--- config.mk ---
export PLATFORM = sky130hd
export DESIGN_NAME = execute_dp_pipe_flat
export DESIGN_NICKNAME = d
export VERILOG_FILES = /design/src/rtl/execute_dp_pipe_pkg.sv /design/src/rtl/execute_dp_pipe_if.sv /design/src/rtl/execute_dp_pipe_muldiv.sv /design/src/rtl/execute_dp_pipe.sv /design/src/flat_wrapper.sv
export SDC_FILE = /design/constraint.sdc
export NUM_CORES = 1
export LEC_CHECK = 0
export ABC_AREA = 0
export CAP_MARGIN = 0
export CORE_UTILIZATION = 65
export CTS_CLUSTER_DIAMETER = 50
export CTS_CLUSTER_SIZE = 30
export DETAILED_ROUTE_END_ITERATION = 7
export PLACE_DENSITY = 0.9
export SETUP_SLACK_MARGIN = 0.2
export SLEW_MARGIN = 20
export SYNTH_ARGS = -nofsm -noshare
export SYNTH_HDL_FRONTEND = slang
export SYNTH_HIERARCHICAL = 1
export SYNTH_SLANG_ARGS = --single-unit
export TNS_END_PERCENT = 20
--- constraint.sdc ---
create_clock -name clk_i -period 8 [get_ports clk_i]
set_input_delay 1.6 -clock clk_i [delete_from_list [all_inputs] [get_ports clk_i]]
set_output_delay 1.6 -clock clk_i [all_outputs]
set_load 0.005 [all_outputs]
--- src/rtl/execute_dp_pipe_pkg.sv ---
// Shared types and RV-M decode helpers for the execute datapath.
package execute_dp_pipe_pkg;

  typedef enum logic [2:0] {
    MD_MUL    = 3'd0,
    MD_MULH   = 3'd1,
    MD_MULHSU = 3'd2,
    MD_MULHU  = 3'd3,
    MD_DIV    = 3'd4,
    MD_DIVU   = 3'd5,
    MD_REM    = 3'd6,
    MD_REMU   = 3'd7
  } rvga_muldiv_op_e;

  typedef enum logic [1:0] {
    EXE_IDLE = 2'd0,
    EXE_BUSY = 2'd1,
    EXE_FIX  = 2'd2
  } rvga_exe_state_e;

  function automatic logic md_signed_a(input rvga_muldiv_op_e op);
    case (op)
      MD_MULH, MD_MULHSU, MD_DIV, MD_REM: md_signed_a = 1'b1;
      default:                            md_signed_a = 1'b0;
    endcase
  endfunction

  function automatic logic md_signed_b(input rvga_muldiv_op_e op);
    case (op)
      MD_MULH, MD_DIV, MD_REM: md_signed_b = 1'b1;
      default:                 md_signed_b = 1'b0;
    endcase
  endfunction

  function automatic logic md_is_div(input rvga_muldiv_op_e op);
    case (op)
      MD_DIV, MD_DIVU, MD_REM, MD_REMU: md_is_div = 1'b1;
      default:                          md_is_div = 1'b0;
    endcase
  endfunction

  function automatic logic md_is_rem(input rvga_muldiv_op_e op);
    case (op)
      MD_REM, MD_REMU: md_is_rem = 1'b1;
      default:         md_is_rem = 1'b0;
    endcase
  endfunction

endpackage

--- src/rtl/execute_dp_pipe_if.sv ---
// Decode-side and memory-side handshake bundle of the execute datapath.
interface execute_dp_pipe_if #(
  parameter int width_p   = 32,
  parameter int fwd_els_p = 2
);
  localparam int sel_width_lp = $clog2(fwd_els_p + 2);

  logic                           v_i;
  logic                           ready_o;
  logic                           muldiv_v_i;
  logic [sel_width_lp-1:0]        amux_sel_i;
  logic [sel_width_lp-1:0]        bmux_sel_i;
  logic [2:0]                     op_i;
  logic                           alu_alt_i;
  logic                           alu_add_override_v_i;
  logic [width_p-1:0]             pc_i;
  logic [width_p-1:0]             imm_i;
  logic [width_p-1:0]             rs1_data_i;
  logic [width_p-1:0]             rs2_data_i;
  logic [fwd_els_p*width_p-1:0]   fwd_data_i;
  logic                           v_o;
  logic                           ready_i;
  logic [width_p-1:0]             result_o;
  logic                           bru_result_o;

  modport master (
    output v_i, muldiv_v_i, amux_sel_i, bmux_sel_i, op_i, alu_alt_i, alu_add_override_v_i,
    output pc_i, imm_i, rs1_data_i, rs2_data_i, fwd_data_i, ready_i,
    input  ready_o, v_o, result_o, bru_result_o
  );

  modport slave (
    input  v_i, muldiv_v_i, amux_sel_i, bmux_sel_i, op_i, alu_alt_i, alu_add_override_v_i,
    input  pc_i, imm_i, rs1_data_i, rs2_data_i, fwd_data_i, ready_i,
    output ready_o, v_o, result_o, bru_result_o
  );
endinterface

--- src/rtl/execute_dp_pipe_muldiv.sv ---
// Iterative RV-M engine: shift-add multiply / restoring divide on operand
// magnitudes, one bit per cycle, with sign fixup in a final FIX state.
module execute_dp_pipe_muldiv
  import execute_dp_pipe_pkg::*;
#(
  parameter int width_p = 32
) (
  input  logic               clk_i,
  input  logic               reset_i,
  input  logic               flush_i,
  input  logic               start_i,
  input  rvga_muldiv_op_e    op_i,
  input  logic [width_p-1:0] a_i,
  input  logic [width_p-1:0] b_i,
  input  logic               hold_i,
  output rvga_exe_state_e    state_o,
  output logic               done_o,
  output logic [width_p-1:0] result_o
);
  localparam int cnt_width_lp = $clog2(width_p + 1);

  rvga_exe_state_e           r_state, w_state_nxt;
  rvga_muldiv_op_e           r_op;
  logic [cnt_width_lp-1:0]   r_cnt;
  logic [width_p-1:0]        r_hi, r_lo, r_b;
  logic                      r_neg;
  logic                      w_sa, w_sb;
  logic [width_p-1:0]        w_abs_a, w_abs_b, w_hi_nxt, w_lo_nxt, w_diff;
  logic [width_p:0]          w_sum, w_rem_sh;
  logic [2*width_p-1:0]      w_prod;

  // State register
  always_ff @(posedge clk_i) begin
    if (reset_i) r_state <= EXE_IDLE;
    else         r_state <= w_state_nxt;
  end

  // Next-state: BUSY runs until the counter hits 1, FIX waits out downstream stalls
  always_comb begin
    w_state_nxt = r_state;
    if (flush_i) begin
      w_state_nxt = EXE_IDLE;
    end else begin
      case (r_state)
        EXE_IDLE: w_state_nxt = start_i ? EXE_BUSY : EXE_IDLE;
        EXE_BUSY: w_state_nxt = (r_cnt == cnt_width_lp'(1)) ? EXE_FIX : EXE_BUSY;
        EXE_FIX:  w_state_nxt = hold_i ? EXE_FIX : EXE_IDLE;
        default:  w_state_nxt = EXE_IDLE;
      endcase
    end
  end

  // Operand magnitudes and one iteration of the engine
  always_comb begin
    w_sa     = md_signed_a(op_i) & a_i[width_p-1];
    w_sb     = md_signed_b(op_i) & b_i[width_p-1];
    w_abs_a  = w_sa ? -a_i : a_i;
    w_abs_b  = w_sb ? -b_i : b_i;
    w_sum    = {1'b0, r_hi} + (r_lo[0] ? {1'b0, r_b} : {(width_p+1){1'b0}});
    w_rem_sh = {r_hi, r_lo[width_p-1]};
    w_diff   = w_rem_sh[width_p-1:0] - r_b;
    if (md_is_div(r_op)) begin
      if (w_rem_sh >= {1'b0, r_b}) begin
        w_hi_nxt = w_diff;
        w_lo_nxt = {r_lo[width_p-2:0], 1'b1};
      end else begin
        w_hi_nxt = w_rem_sh[width_p-1:0];
        w_lo_nxt = {r_lo[width_p-2:0], 1'b0};
      end
    end else begin
      w_hi_nxt = w_sum[width_p:1];
      w_lo_nxt = {w_sum[0], r_lo[width_p-1:1]};
    end
  end

  // Engine registers: multiply keeps {product_hi, multiplier}, divide keeps {remainder, quotient}
  always_ff @(posedge clk_i) begin
    if (reset_i) begin
      r_cnt <= {cnt_width_lp{1'b0}};
      r_hi  <= {width_p{1'b0}};
      r_lo  <= {width_p{1'b0}};
      r_b   <= {width_p{1'b0}};
      r_neg <= 1'b0;
      r_op  <= MD_MUL;
    end else if (flush_i) begin
      r_cnt <= {cnt_width_lp{1'b0}};
    end else if ((r_state == EXE_IDLE) && start_i) begin
      r_cnt <= cnt_width_lp'(width_p);
      r_op  <= op_i;
      r_hi  <= {width_p{1'b0}};
      r_lo  <= md_is_div(op_i) ? w_abs_a : w_abs_b;
      r_b   <= md_is_div(op_i) ? w_abs_b : w_abs_a;
      r_neg <= md_is_rem(op_i) ? w_sa : (w_sa ^ w_sb);
    end else if (r_state == EXE_BUSY) begin
      r_cnt <= r_cnt - cnt_width_lp'(1);
      r_hi  <= w_hi_nxt;
      r_lo  <= w_lo_nxt;
    end
  end

  // Sign correction and half select
  always_comb begin
    w_prod = r_neg ? -{r_hi, r_lo} : {r_hi, r_lo};
    case (r_op)
      MD_MUL:                        result_o = w_prod[width_p-1:0];
      MD_MULH, MD_MULHSU, MD_MULHU:  result_o = w_prod[2*width_p-1:width_p];
      MD_DIV, MD_DIVU:               result_o = r_neg ? -r_lo : r_lo;
      MD_REM, MD_REMU:               result_o = r_neg ? -r_hi : r_hi;
      default:                       result_o = {width_p{1'b0}};
    endcase
  end

  assign state_o = r_state;
  assign done_o  = (r_state == EXE_FIX);

endmodule

--- src/rtl/execute_dp_pipe.sv ---
// Execute stage: operand muxing, single-cycle ALU/BRU and an iterative RV-M unit
// feeding a one-entry valid/ready output register.
module execute_dp_pipe
  import execute_dp_pipe_pkg::*;
#(
  parameter int width_p   = 32,
  parameter int fwd_els_p = 2
) (
  input  logic             clk_i,
  input  logic             reset_i,
  input  logic             flush_i,
  execute_dp_pipe_if.slave dp
);
  localparam int shamt_width_lp = $clog2(width_p);
  localparam logic [width_p-1:0] min_lp  = {1'b1, {(width_p-1){1'b0}}};
  localparam logic [width_p-1:0] ones_lp = {width_p{1'b1}};
  localparam logic [width_p-1:0] zero_lp = {width_p{1'b0}};

  logic [width_p-1:0]        w_src_a [fwd_els_p+2];
  logic [width_p-1:0]        w_src_b [fwd_els_p+2];
  logic [width_p-1:0]        w_a, w_b, w_alu, w_special_res, w_md_result;
  logic [shamt_width_lp-1:0] w_shamt;
  logic [2:0]                w_alu_op;
  logic                      w_alu_sub, w_bru, w_b_zero, w_ovf, w_md_special;
  logic                      w_ready, w_accept, w_md_start, w_md_hold, w_md_done, w_md_write;
  rvga_muldiv_op_e           w_md_op;
  rvga_exe_state_e           w_state;
  logic                      r_v_o, r_bru;
  logic [width_p-1:0]        r_result;

  // Operand muxes; out-of-range selects fall back to the register file
  always_comb begin
    w_src_a[0] = dp.rs1_data_i;
    w_src_a[1] = dp.pc_i;
    w_src_b[0] = dp.rs2_data_i;
    w_src_b[1] = dp.imm_i;
    for (int k = 0; k < fwd_els_p; k++) begin
      w_src_a[k+2] = dp.fwd_data_i[k*width_p +: width_p];
      w_src_b[k+2] = dp.fwd_data_i[k*width_p +: width_p];
    end
    if (int'(dp.amux_sel_i) < fwd_els_p + 2) w_a = w_src_a[dp.amux_sel_i];
    else                                     w_a = dp.rs1_data_i;
    if (int'(dp.bmux_sel_i) < fwd_els_p + 2) w_b = w_src_b[dp.bmux_sel_i];
    else                                     w_b = dp.rs2_data_i;
  end

  // ALU and branch compare
  always_comb begin
    w_alu_op  = dp.alu_add_override_v_i ? 3'd0 : dp.op_i;
    w_alu_sub = dp.alu_alt_i & ~dp.alu_add_override_v_i;
    w_shamt   = w_b[shamt_width_lp-1:0];
    case (w_alu_op)
      3'd0:    w_alu = w_alu_sub ? (w_a - w_b) : (w_a + w_b);
      3'd1:    w_alu = w_a << w_shamt;
      3'd2:    w_alu = {{(width_p-1){1'b0}}, ($signed(w_a) < $signed(w_b))};
      3'd3:    w_alu = {{(width_p-1){1'b0}}, (w_a < w_b)};
      3'd4:    w_alu = w_a ^ w_b;
      3'd5:    w_alu = w_alu_sub ? $unsigned($signed(w_a) >>> w_shamt) : (w_a >> w_shamt);
      3'd6:    w_alu = w_a | w_b;
      3'd7:    w_alu = w_a & w_b;
      default: w_alu = zero_lp;
    endcase
    case (dp.op_i)
      3'd0:    w_bru = (w_a == w_b);
      3'd1:    w_bru = (w_a != w_b);
      3'd4:    w_bru = ($signed(w_a) < $signed(w_b));
      3'd5:    w_bru = ($signed(w_a) >= $signed(w_b));
      3'd6:    w_bru = (w_a < w_b);
      3'd7:    w_bru = (w_a >= w_b);
      default: w_bru = 1'b0;
    endcase
  end

  // Divides by zero and MIN/-1 bypass the iterative engine
  always_comb begin
    w_md_op      = rvga_muldiv_op_e'(dp.op_i);
    w_b_zero     = (w_b == zero_lp);
    w_ovf        = md_is_div(w_md_op) & md_signed_a(w_md_op) & (w_a == min_lp) & (w_b == ones_lp);
    w_md_special = md_is_div(w_md_op) & (w_b_zero | w_ovf);
    case (w_md_op)
      MD_DIV, MD_DIVU: w_special_res = w_b_zero ? ones_lp : min_lp;
      MD_REM, MD_REMU: w_special_res = w_b_zero ? w_a : zero_lp;
      default:         w_special_res = zero_lp;
    endcase
  end

  assign w_ready    = ~reset_i & (w_state == EXE_IDLE) & (~r_v_o | dp.ready_i);
  assign w_accept   = dp.v_i & w_ready & ~flush_i;
  assign w_md_start = w_accept & dp.muldiv_v_i & ~w_md_special;
  assign w_md_hold  = r_v_o & ~dp.ready_i;
  assign w_md_write = w_md_done & ~w_md_hold;

  execute_dp_pipe_muldiv #(.width_p(width_p)) u_muldiv (
    .clk_i    (clk_i),
    .reset_i  (reset_i),
    .flush_i  (flush_i),
    .start_i  (w_md_start),
    .op_i     (w_md_op),
    .a_i      (w_a),
    .b_i      (w_b),
    .hold_i   (w_md_hold),
    .state_o  (w_state),
    .done_o   (w_md_done),
    .result_o (w_md_result)
  );

  // Output register: flush beats any write, a write beats the downstream pop
  always_ff @(posedge clk_i) begin
    if (reset_i) begin
      r_v_o    <= 1'b0;
      r_result <= zero_lp;
      r_bru    <= 1'b0;
    end else if (flush_i) begin
      r_v_o    <= 1'b0;
    end else if (w_accept && !w_md_start) begin
      r_v_o    <= 1'b1;
      r_result <= dp.muldiv_v_i ? w_special_res : w_alu;
      r_bru    <= dp.muldiv_v_i ? 1'b0 : w_bru;
    end else if (w_md_write) begin
      r_v_o    <= 1'b1;
      r_result <= w_md_result;
      r_bru    <= 1'b0;
    end else if (dp.ready_i) begin
      r_v_o    <= 1'b0;
    end
  end

  assign dp.ready_o      = w_ready;
  assign dp.v_o          = r_v_o;
  assign dp.result_o     = r_result;
  assign dp.bru_result_o = r_bru;

endmodule

--- src/flat_wrapper.sv ---
// flat-port wrapper written by rule: the top's interface ports become plain ports
module execute_dp_pipe_flat import execute_dp_pipe_pkg::*;
#(
  parameter int width_p   = 32,
  parameter int fwd_els_p = 2
)
  (clk_i, reset_i, flush_i, dp_v_i, dp_muldiv_v_i, dp_amux_sel_i, dp_bmux_sel_i, dp_op_i, dp_alu_alt_i, dp_alu_add_override_v_i, dp_pc_i, dp_imm_i, dp_rs1_data_i, dp_rs2_data_i, dp_fwd_data_i, dp_ready_i, dp_ready_o, dp_v_o, dp_result_o, dp_bru_result_o);
  execute_dp_pipe_if #(.width_p(width_p), .fwd_els_p(fwd_els_p)) dp_i ();
  input  logic clk_i;
  input  logic reset_i;
  input  logic flush_i;
  input wire logic [$bits(dp_i.v_i)-1:0] dp_v_i;
  input wire logic [$bits(dp_i.muldiv_v_i)-1:0] dp_muldiv_v_i;
  input wire logic [$bits(dp_i.amux_sel_i)-1:0] dp_amux_sel_i;
  input wire logic [$bits(dp_i.bmux_sel_i)-1:0] dp_bmux_sel_i;
  input wire logic [$bits(dp_i.op_i)-1:0] dp_op_i;
  input wire logic [$bits(dp_i.alu_alt_i)-1:0] dp_alu_alt_i;
  input wire logic [$bits(dp_i.alu_add_override_v_i)-1:0] dp_alu_add_override_v_i;
  input wire logic [$bits(dp_i.pc_i)-1:0] dp_pc_i;
  input wire logic [$bits(dp_i.imm_i)-1:0] dp_imm_i;
  input wire logic [$bits(dp_i.rs1_data_i)-1:0] dp_rs1_data_i;
  input wire logic [$bits(dp_i.rs2_data_i)-1:0] dp_rs2_data_i;
  input wire logic [$bits(dp_i.fwd_data_i)-1:0] dp_fwd_data_i;
  input wire logic [$bits(dp_i.ready_i)-1:0] dp_ready_i;
  output wire logic [$bits(dp_i.ready_o)-1:0] dp_ready_o;
  output wire logic [$bits(dp_i.v_o)-1:0] dp_v_o;
  output wire logic [$bits(dp_i.result_o)-1:0] dp_result_o;
  output wire logic [$bits(dp_i.bru_result_o)-1:0] dp_bru_result_o;
  assign dp_i.v_i = dp_v_i;
  assign dp_i.muldiv_v_i = dp_muldiv_v_i;
  assign dp_i.amux_sel_i = dp_amux_sel_i;
  assign dp_i.bmux_sel_i = dp_bmux_sel_i;
  assign dp_i.op_i = dp_op_i;
  assign dp_i.alu_alt_i = dp_alu_alt_i;
  assign dp_i.alu_add_override_v_i = dp_alu_add_override_v_i;
  assign dp_i.pc_i = dp_pc_i;
  assign dp_i.imm_i = dp_imm_i;
  assign dp_i.rs1_data_i = dp_rs1_data_i;
  assign dp_i.rs2_data_i = dp_rs2_data_i;
  assign dp_i.fwd_data_i = dp_fwd_data_i;
  assign dp_i.ready_i = dp_ready_i;
  assign dp_ready_o = dp_i.ready_o;
  assign dp_v_o = dp_i.v_o;
  assign dp_result_o = dp_i.result_o;
  assign dp_bru_result_o = dp_i.bru_result_o;
  execute_dp_pipe #(.width_p(width_p), .fwd_els_p(fwd_els_p)) u_core (.clk_i(clk_i), .reset_i(reset_i), .flush_i(flush_i), .dp(dp_i));
endmodule
==> results of run 1 <==
-- kinds of logic after synthesis --
kind of cell,after synthesis,synth area share [%]
and+or+nand+nor,1227,23.0
AOI/OAI and AO/OA,1183,30.7
buffers and inverters,439,7.10
muxes,241,12.8
xor gates and xnor gates,189,6.57
adders and majority gates,171,8.61
DFF,142,11.3
-- metrics by stage --
step           hold slack (ps)  utilization, %  instance area (µm²)  setup WS, ps  instances
4_1_cts                    459            74.1                28100          1600       4163
3_5_place_dp               449            72.6                27500          1170       4131
3_3_place_gp               440            72.6                27500          1270       4131
2_1_floorplan              432               -                25200          2040       3592
-- metal layers --
| layer | GRT usage, % | GRT overflow |
|---|---|---|
| met5 | 15.8 | 0 |
| met4 | 61.1 | 74 |
| met3 | 49.6 | 2 |
| met2 | 85.7 | 90 |
| met1 | 69.1 | 0 |
==> results_dict.tcl, run 1 <==
set metrics [dict create \
    status "stopped before the end" \
    failing_step "5_1_grt" \
    error "[ERROR GRT-0116] Global routing finished with congestion. Check the congestion regions in the DRC Viewer." \
    synth.largest_area_cell "dfxtp_1" \
    synthTopCellsByCount "380 x nand2_1, 361 x nor2_1, 326 x a21oi_1" \
    port-buffer-count 241 \
    cts_buffers 17 \
    grt_pass1_wl_mm 203 \
    grt_usage_pct 67.0 \
    dpl.hpwl_mm 91.6 \
    synthArstFlopShare_pct 0 \
    cts_root_buf "clkbuf_16" \
    grt_pass1_vias 32634 \
    synthCells 3592 \
    cts_buffer_depth 2 \
    die_h_um 199 \
    seq_area_frac_synth_pct 11.3 \
    syn_area_mm2 0.0252 \
    synth_flop_cell "dfxtp_1" \
    synth_most_common_cell "nand2_1" \
    num_rows 71 \
    cts_resized 0 \
    avgSynthCellArea_um2 7.02 \
    overflow 166 \
    io-pin-count 242 \
    grt_max_degree 85 \
    cts_hold_buf 0 \
    synth.yosys.warnings 6 \
    h-tree-depth 4 \
    ys_types 102 \
    syn_nets 3970 \
    initial_core_util_pct 66.4 \
    synth-seq-cells 142 \
    fp.dieW_um 199 \
    yosys.area.top_type_share_pct 11.3 \
    clock_sinks 142 \
    place.gp.congestion 1.42 \
    synth_area_leaders "dfxtp_1 11%, ha_1 8.3%, a21oi_1 6.5%" \
    post_cts_buffers 0 \
    synth_edf_count 0 \
]
==> inputs of run 2 (changes only) <==
CORE_UTILIZATION = 40   (was 65)
CTS_CLUSTER_DIAMETER = not set   (was 50)
CTS_CLUSTER_SIZE = not set   (was 30)
PLACE_DENSITY = not set   (was 0.9)
PLACE_DENSITY_LB_ADDON = 0.15   (was not set)
SETUP_SLACK_MARGIN = not set   (was 0.2)
==> run 2 against run 1 <==
  * The run now ends clean
  * Synthesized area is the same
  * Synthesized cell count stayed put
==> results_dict.tcl, run 2 <==
set metrics [dict create \
    cts_buffers 17 \
    power.total_mw 3.74 \
    p_clk_share_pct 22.9 \
    period_needed_ps 6580 \
    syn_nets 3970 \
    antenna_found_initial 8 \
    grt_pass1_wl_mm 202 \
    tns_ps 0 \
    rr_endpoint "u_core/dp.result_o[29]$_SDFFE_PP0P_" \
    critPathKind "input pin to flop" \
    cts_tree "done" \
    rr_worst_depth 13 \
    p_int_mw 1.85 \
    min_from "u_core/u_muldiv/r_b[25]$_SDFFE_PP0P_" \
    peakVddDrop_mv 0.110 \
    ys_types 102 \
    dpl_worst_slack_ps 1140 \
    num_vias 30536 \
    finalSetupViolations 0 \
    clock_sinks 142 \
    clkSlewWorstSetupHoldPaths_ps 70 \
    synth_most_common_cell "nand2_1" \
    routed_via_density 6.74 \
    p_sw_share_pct 50.5 \
    fin_skew_ps 22.8 \
    seq_area_mm2 0.00285 \
    post-route-period-util_pct 82.3 \
    whs_path_depth 2 \
    synthCells 3592 \
    dr.first_iter.drc_count 3597 \
    p_sw_mw 1.89 \
    synth_area_leaders "dfxtp_1 11%, ha_1 8.3%, a21oi_1 6.5%" \
    worst_hold_slack_ps 455 \
    p_leak_nw 11.1 \
    crit_start "dp_amux_sel_i[1]" \
    synth_flop_cell "dfxtp_1" \
    combinationalPowerShare_pct 57.3 \
    multi_input_area_mm2 0.0206 \
    ant_nets 0 \
    cts_hold_buf 0 \
    slew_violations 0 \
    drcViolationCount 0 \
    clkLatencyLatePin_ps 480 \
    syn_area_mm2 0.0252 \
    status "finished, final reports clean" \
    drive_above_1_share_pct 7.42 \
    seq_area_frac_synth_pct 11.3 \
    rsz0062_at_grt "no" \
    post_cts_buffers 0 \
    cap_viol_max_count 0 \
    finalHoldViolations 0 \
    routed_wl_mm 142 \
    die_h_um 253 \
    area_growth_pct 14.7 \
    relSlewSlack_pct 16.1 \
    io-pin-count 242 \
    dieArea_mm2 0.0640 \
    final.setup.worst_slack_ps 1420 \
    timing.fmax_mhz 152 \
    grt_pass1_vias 29002 \
    crit_required_ps 8330 \
    hold_path.class "flop to flop" \
    whs_endpoint "u_core/u_muldiv/r_b[25]$_SDFFE_PP0P_" \
    cp-start-kind "input pin" \
    port-buffer-count 241 \
    powerDensity_mw_per_mm2 129 \
    dpl.hpwl_mm 112 \
    fillers 6466 \
    p_seq_share_pct 19.7 \
    yosys.area.top_type_share_pct 11.3 \
    h-tree-depth 4 \
    dr.pass1.iters 6 \
    avgRoutedWirePerCell_um 31.3 \
    coreArea_mm2 0.0619 \
    overflow 0 \
    regToRegStartpoint "u_core/u_muldiv/r_lo[2]$_SDFFE_PP0P_" \
    cts_resized 0 \
    cts_buffer_depth 2 \
    endpoint_kind "flop" \
    synth-seq-cells 142 \
    num_rows 91 \
    nNetsFinal 4056 \
    synthTopCellsByCount "380 x nand2_1, 361 x nor2_1, 326 x a21oi_1" \
    arrival_ps 6910 \
    final_cell_mix "380 x nand2_1, 357 x nor2_1, 326 x a21oi_1" \
    synthArstFlopShare_pct 0 \
    grt_max_degree 88 \
    avgSynthCellArea_um2 7.02 \
    synth.largest_area_cell "dfxtp_1" \
    initial_core_util_pct 40.7 \
    synth_edf_count 0 \
    final_core_util_pct 46.7 \
    tightest_slew_ps 1250 \
    place.gp.congestion 1.04 \
    synth.yosys.warnings 6 \
    r2r_slack_ps 3350 \
    final_common_cell "nand2_1" \
    cp_max_fo 17 \
    fp.dieW_um 253 \
    cts_root_buf "clkbuf_16" \
    grt_usage_pct 43.3 \
]
==> run 2: cell counts after synthesis <==
No cell type changed its count.
==> run 2: logic make-up after synthesis <==
group                    synth area share, %
AND/OR/NAND/NOR                         23.0
AO/OA/AOI/OAI                           30.7
buffers and inverters                   7.10
multiplexers                            12.8
XOR/XNOR                                6.57
adder cells (fa/ha/maj)                 8.61
flip-flops                              11.3
==> run 2: power groups by stage <==
stage	sequential [mW]	clock (mW)	combinational, mW
CTS	0.738	0.870	2.05
global route	0.739	0.894	2.22
floorplan	0.743	0	1.27
detailed placement	0.754	0	2.04
global placement	0.754	0	2.06
finish	0.738	0.858	2.15
==> run 2: how the worst max path moves through the flow <==
stage	slack [ps]	end
after floorplan	2040	u_core/dp.result_o[25]$_SDFFE_PP0P_
after global placement	1310	u_core/dp.result_o[25]$_SDFFE_PP0P_
after detailed placement	1140	u_core/dp.result_o[0]$_SDFFE_PP0P_
after CTS	1610	u_core/dp.result_o[0]$_SDFFE_PP0P_
after global routing	1170	u_core/dp.result_o[0]$_SDFFE_PP0P_
final	1420	u_core/dp.result_o[0]$_SDFFE_PP0P_
==> run 2: cell type report <==
class | instances | share of cell area, %
Clock inverter | 15 | 0.697
Antenna cell | 3 | 0.0260
Sequential cell | 142 | 9.84
Multi-Input combinational cell | 3011 | 71.3
Inverter | 174 | 2.26
Timing Repair Buffer | 332 | 10.8
Tap cell | 837 | 3.62
Clock buffer | 17 | 1.47
==> run 2: per-stage QoR <==
step / instances / area, µm²
after detailed placement: 4496 / 28300
final: 4531 / 28900
after global routing: 4528 / 28900
after floorplan: 3592 / 25200
after CTS: 4528 / 28900
after global placement: 4496 / 28300
==> run 2: worst max-delay path: stages <==
cell             delay (ps)
clkdlybuf4s50_1        1050
buf_4                   370
mux4_2                  500
inv_1                   170
ha_1                    390
nor2_1                  130
o311ai_0                190
a31oi_1                 530
o21ai_0                 280
a21oi_1                 380
o21ai_0                 200
a21boi_0                470
o21ai_0                 190
a311oi_1                330
o22ai_1                 120
==> run 2: per-layer routing <==
metal  track usage, %  vias to the layer above  wire length (µm)
met4             34.4                        4             12900
met5                0                        -                39
met1             51.8                    14594             53900
met3             8.34                      459             13500
li1                 -                    13553                 -
met2             68.0                     1926             61600
Power figures use the tool's default switching activity.
